## src/rtl/pagerank_sweep_ctrl.sv

```systemverilog
// PageRank sweep sequencer: reads each rank, writes back base + ((damp*old) >> FRAC_BITS)
// one cycle later, and repeats sweeps until the max change is within threshold or MAX_ITER.
module pagerank_sweep_ctrl #(
  parameter int unsigned WIDTH     = 21,
  parameter int unsigned ADDWIDTH  = 5,
  parameter int unsigned NUM_NODES = 32,
  parameter int unsigned FRAC_BITS = 16,
  parameter int unsigned MAX_ITER  = 16,
  parameter int unsigned ITERW     = 5
) (
  input  logic                         clk,
  input  logic                         reset,
  input  logic                         start,
  input  logic [WIDTH-1:0]             damp,
  input  logic [WIDTH-1:0]             base,
  input  logic [WIDTH-1:0]             threshold,
  output logic                         rf_readEnable,
  output logic [ADDWIDTH-1:0]          rf_source,
  input  logic [WIDTH-1:0]             rf_dataOut,
  output logic                         rf_writeEnable,
  output logic [ADDWIDTH-1:0]          rf_dest,
  output logic [WIDTH-1:0]             rf_dataIn,
  output logic                         busy,
  output logic                         done,
  output logic                         converged,
  output logic [ITERW-1:0]             iter_count,
  output logic [WIDTH+ADDWIDTH-1:0]    rank_sum
);

  localparam int unsigned SUMW  = WIDTH + ADDWIDTH;
  localparam int unsigned PRODW = 2 * WIDTH;
  localparam int unsigned UPDW  = PRODW + 1;
  localparam logic [ADDWIDTH-1:0] LAST_ADDR = ADDWIDTH'(NUM_NODES - 1);
  localparam logic [ITERW-1:0]    ITER_CAP  = ITERW'(MAX_ITER);

  typedef enum logic [2:0] {S_IDLE, S_READ, S_DRAIN, S_CHECK, S_DONE} state_e;

  state_e                state_q, state_d;
  logic                  rd_en_q, rd_en_d;
  logic [ADDWIDTH-1:0]   src_q, src_d;
  logic                  wr_en_q, wr_en_d;
  logic [ADDWIDTH-1:0]   dest_q, dest_d;
  logic                  busy_q, busy_d;
  logic                  done_q, done_d;
  logic                  conv_q, conv_d;
  logic [ITERW-1:0]      iter_q, iter_d;
  logic [SUMW-1:0]       rsum_q, rsum_d;
  logic [WIDTH-1:0]      maxd_q, maxd_d;
  logic [SUMW-1:0]       sum_q, sum_d;

  logic [PRODW-1:0]      prod_c;
  logic [UPDW-1:0]       upd_c;
  logic [WIDTH-1:0]      new_c;
  logic [WIDTH-1:0]      delta_c;
  logic [WIDTH-1:0]      maxd_upd_c;
  logic [SUMW-1:0]       sum_upd_c;

  // Damped update on the registered read data, saturated to WIDTH bits
  always_comb begin
    prod_c  = PRODW'(damp) * PRODW'(rf_dataOut);
    upd_c   = UPDW'(prod_c >> FRAC_BITS) + UPDW'(base);
    new_c   = (|upd_c[UPDW-1:WIDTH]) ? {WIDTH{1'b1}} : upd_c[WIDTH-1:0];
    delta_c = (new_c >= rf_dataOut) ? (new_c - rf_dataOut) : (rf_dataOut - new_c);
    maxd_upd_c = (wr_en_q && (delta_c > maxd_q)) ? delta_c : maxd_q;
    sum_upd_c  = wr_en_q ? (sum_q + SUMW'(new_c)) : sum_q;
  end

  // Next state; the write stage is the read stage delayed by one cycle
  always_comb begin
    state_d = state_q;
    rd_en_d = 1'b0;
    src_d   = src_q;
    wr_en_d = rd_en_q;
    dest_d  = src_q;
    busy_d  = busy_q;
    done_d  = 1'b0;
    conv_d  = conv_q;
    iter_d  = iter_q;
    rsum_d  = rsum_q;
    maxd_d  = maxd_upd_c;
    sum_d   = sum_upd_c;
    case (state_q)
      S_IDLE: begin
        if (start) begin
          state_d = S_READ;
          rd_en_d = 1'b1;
          src_d   = '0;
          busy_d  = 1'b1;
          conv_d  = 1'b0;
          iter_d  = '0;
          maxd_d  = '0;
          sum_d   = '0;
        end
      end
      S_READ: begin
        if (src_q == LAST_ADDR) begin
          state_d = S_DRAIN;
        end else begin
          rd_en_d = 1'b1;
          src_d   = src_q + ADDWIDTH'(1);
        end
      end
      S_DRAIN: begin
        // Results settle here so they are already stable throughout CHECK
        state_d = S_CHECK;
        iter_d  = iter_q + ITERW'(1);
        rsum_d  = sum_upd_c;
        conv_d  = (maxd_upd_c <= threshold);
      end
      S_CHECK: begin
        if (conv_q || (iter_q == ITER_CAP)) begin
          state_d = S_DONE;
          done_d  = 1'b1;
        end else begin
          state_d = S_READ;
          rd_en_d = 1'b1;
          src_d   = '0;
          maxd_d  = '0;
          sum_d   = '0;
        end
      end
      S_DONE: begin
        state_d = S_IDLE;
        busy_d  = 1'b0;
      end
      default: state_d = S_IDLE;
    endcase
  end

  always_ff @(posedge clk or negedge reset) begin
    if (!reset) begin
      state_q <= S_IDLE;
      rd_en_q <= 1'b0;
      src_q   <= '0;
      wr_en_q <= 1'b0;
      dest_q  <= '0;
      busy_q  <= 1'b0;
      done_q  <= 1'b0;
      conv_q  <= 1'b0;
      iter_q  <= '0;
      rsum_q  <= '0;
      maxd_q  <= '0;
      sum_q   <= '0;
    end else begin
      state_q <= state_d;
      rd_en_q <= rd_en_d;
      src_q   <= src_d;
      wr_en_q <= wr_en_d;
      dest_q  <= dest_d;
      busy_q  <= busy_d;
      done_q  <= done_d;
      conv_q  <= conv_d;
      iter_q  <= iter_d;
      rsum_q  <= rsum_d;
      maxd_q  <= maxd_d;
      sum_q   <= sum_d;
    end
  end

  assign rf_readEnable  = rd_en_q;
  assign rf_source      = src_q;
  assign rf_writeEnable = wr_en_q;
  assign rf_dest        = dest_q;
  // Write data must track the file's read data in the same cycle, so it is gated, not registered
  assign rf_dataIn      = wr_en_q ? new_c : '0;
  assign busy           = busy_q;
  assign done           = done_q;
  assign converged      = conv_q;
  assign iter_count     = iter_q;
  assign rank_sum       = rsum_q;

endmodule

```

## config.mk

```make
export PLATFORM = sky130hd
export DESIGN_NAME = pagerank_sweep_ctrl
export DESIGN_NICKNAME = d
export VERILOG_FILES = /design/src/rtl/pagerank_sweep_ctrl.sv
export SDC_FILE = /design/constraint.sdc
export NUM_CORES = 1
export LEC_CHECK = 0
export BUFFER_PORTS_ARGS = -buffer_cell sky130_fd_sc_hd__buf_2
export CORE_MARGIN = 5
export CORE_UTILIZATION = 59
export CTS_BUF_LIST = sky130_fd_sc_hd__clkbuf_4
export DETAILED_ROUTE_END_ITERATION = 12
export HOLD_SLACK_MARGIN = 0.12
export PLACE_DENSITY_LB_ADDON = 0.1
export SLEW_MARGIN = 20
export SYNTH_ARGS = -nofsm -noshare
export SYNTH_HDL_FRONTEND = slang
export SYNTH_SLANG_ARGS = --single-unit
```

## constraint.sdc

```tcl
create_clock -name clk -period 11.74 [get_ports clk]
set_input_delay 1.761 -clock clk [delete_from_list [all_inputs] [get_ports clk]]
set_output_delay 1.761 -clock clk [all_outputs]
set_load 0.02 [all_outputs]
```

==> impl_metrics.tcl <==
set metrics [dict create \
    syn_to_final_growth_pct 30.37 \
    ys_types 73 \
    viasPerCell 5.526 \
    regArea_sq_um 2404 \
    status "complete, but fails checks" \
    clk_latency_ns 0.50 \
    hp-class "reg -> reg" \
    syn_inst 2755 \
    antenna_found_initial 1 \
    grt_remaining_overflow 0 \
    dieArea_sq_um 44260 \
    port_buffers 153 \
    cp_max_fo 7 \
    top_level_ports 154 \
    syn-cell-area_sq_um 23690 \
    end_kind "flop" \
    drt_iter0_drc 1330 \
    relSlewSlack 0.3376 \
    clkTransAtPathRegs_ns 0.21 \
    cts_tree "done" \
    grt_max_degree 75 \
    critPathArrivalTime_ns 15.24 \
    grt_pass1_vias 23085 \
    cpPeakStageDelay_ns 0.56 \
    setup_violations 66 \
    synth_edf_count 0 \
    crit_required_ns 12.18 \
    cts_buffers 9 \
    hold-worst-slack_ns 0.4157 \
    cts_buffer_depth 2 \
    ys_seq_elements 96 \
    vias 21413 \
    multi_input_area_sq_um 20420 \
    cpMaxStageDelayCell "fa_2" \
    max_freq_mhz 67.58 \
    gp_congestion 0.9600 \
    drt_pre_antenna_iters 5 \
    clockRootBuffer "clkbuf_4" \
    cts.sinks 96 \
    drc_errors 0 \
    fin_ws_ns -3.057 \
    wl_per_cell_microns 18.59 \
    ys.flop_type "dfrtp_1" \
    violations "negative setup slack" \
    ctsHoldBuffers 0 \
    avgSynthCellArea_sq_um 8.599 \
    pre_cts_slack_ns -3.778 \
    start_util 0.5963 \
    async_reset_ff_frac 1.000 \
    seq_area_frac_synth 0.1014 \
    drv_slew 0 \
    tightest_slew_ns 0.9832 \
    startpoint_type "primary input" \
    rsz0062_at_grt "true" \
    cpMostUsedCell "fa_1" \
    die-height_microns 210.4 \
    timing.max_cap.violations 0 \
    path_class "in -> reg" \
    utilization 0.7774 \
    fin_nets 4075 \
    dp_hpwl_microns 59810 \
    grt_pass1_wl_microns 116900 \
    antenna_left 0 \
    cts_max_level 3 \
    gr-usage-all-layers 0.3278 \
    fillers 2825 \
    min_period_ns 14.80 \
    core.rowCount 73 \
    synth_nets 3485 \
    fin_skew_ns 0.04101 \
    num_antenna_cells 0 \
    fin_setup_tns_ns -57.76 \
    period_share 1.260 \
    die_x_microns 210.4 \
    finalHoldViolCount 0 \
    core-area_sq_um 39730 \
    yosysWarnings 0 \
    drive_gt1_frac 0.2970 \
    routed_wl_microns 72030 \
]
[layout by cell type, fill, tap and decap left out, types with 33 or more instances in the layout]
cell | netlist | layout
a21o_1 | 50 | 50
a21oi_1 | 113 | 86
and2_1 | 278 | 255
buf_2 | 11 | 109
buf_4 | 2 | 525
buf_6 | 2 | 54
dfrtp_1 | 96 | 95
fa_1 | 361 | 346
ha_1 | 282 | 248
ha_4 | 0 | 33
inv_1 | 472 | 460
nand2_1 | 297 | 284
nor2_1 | 122 | 112
o21a_1 | 36 | 33
o21ai_0 | 95 | 52
xnor2_1 | 56 | 52
[synthesized netlist by cell type (35+ instances only)]
cell type | count | area [sq um]
nand2_1 | 297 | 1115
and2_1 | 278 | 1739
o21a_1 | 36 | 270.3
dfrtp_1 | 96 | 2402
o21ai_0 | 95 | 475.5
a21oi_1 | 113 | 565.5
inv_1 | 472 | 1772
a21o_1 | 50 | 375.4
clkbuf_1 | 114 | 427.9
ha_1 | 282 | 3528
nand3_1 | 35 | 175.2
fa_1 | 361 | 7227
xnor2_1 | 56 | 490.5
nor2_1 | 122 | 457.9
[stage by stage]
step,instances,instance area (sq um)
5_1_grt,3875,30890
3_5_place_dp,3791,28730
2_1_floorplan,2755,24320
4_1_cts,3854,30200
6_report,3875,30890
3_3_place_gp,3791,28730
[per-layer routing]
layer / vias up / global-route usage / part of all wire
li1: 9893 / - / -
met3: 137 / 0.04539 / 0.067
met1: 10696 / 0.4468 / 0.42
met4: 0 / 0.1066 / 0.036
met2: 687 / 0.5470 / 0.48
met5: - / 0 / 0
[cells by family (layout without fill, tap and decap cells)]
group / after synthesis / after routing / share of synthesized area
AOI/OAI and AO/OA: 408 / 408 / 0.1091
xor gates and xnor gates: 88 / 88 / 0.03285
adders and majority gates: 643 / 643 / 0.4540
buffers and inverters: 603 / 1198 / 0.09707
DFF: 96 / 96 / 0.1014
muxes: 46 / 46 / 0.02049
and+or+nand+nor: 871 / 871 / 0.1851
[layout make-up]
class / instances / area share
Multi-Input combinational cell: 2056 / 0.6610
Clock buffer: 9 / 0.002188
Sequential cell: 96 / 0.07782
Inverter: 472 / 0.05736
Timing Repair Buffer: 710 / 0.1774
Clock inverter: 7 / 0.002876
Tap cell: 525 / 0.02127
[flip-flops by register name (all words and copies together), names as in the netlist]
name,flops
sum_q,26
iter_count,5
busy,1
done,1
rf_dest,5
converged,1
rf_writeEnable,1
maxd_q,21
rank_sum,26
state_q,3
rf_source,5
rf_readEnable,1
[critical path: cells and delay by family]
family / cells / cell delay, ns
buf+inv: 9 / 1.17
simple gates: 18 / 3.49
mux: 3 / 0.71
fa+ha+maj: 12 / 4.96
compound gates: 16 / 2.89
xor+xnor: 1 / 0.23
[worst paths after layout]
check / slack (ns) / from / depth (start not counted) / endpoint
max: -3.06 / rf_dataOut[5] / 59 / converged$_DFFE_PN0P_
min: 0.42 / rf_readEnable$_DFF_PN0_ / 0 / rf_writeEnable$_DFF_PN0_
max reg2reg: 7.99 / maxd_q[1]$_DFF_PN0_ / 19 / converged$_DFFE_PN0P_
min reg2reg: 0.42 / rf_readEnable$_DFF_PN0_ / 0 / rf_writeEnable$_DFF_PN0_
max in group asynchronous: 9.35 / reset / 2 / sum_q[16]$_DFF_PN0_
min in group asynchronous: 1.12 / reset / 1 / maxd_q[1]$_DFF_PN0_
[repair_timing]
item / in CTS / in global routing
endpoints found under the setup margin: 76 / 88
gates resized for setup: 220 / 145
cloned: 3 / 0
setup buffers: 45 / 33
pin swaps: 83 / 105
Power is left out: the tool's default activity adds up to more than one toggle a clock period on the data nets, which glitch-free logic cannot reach.
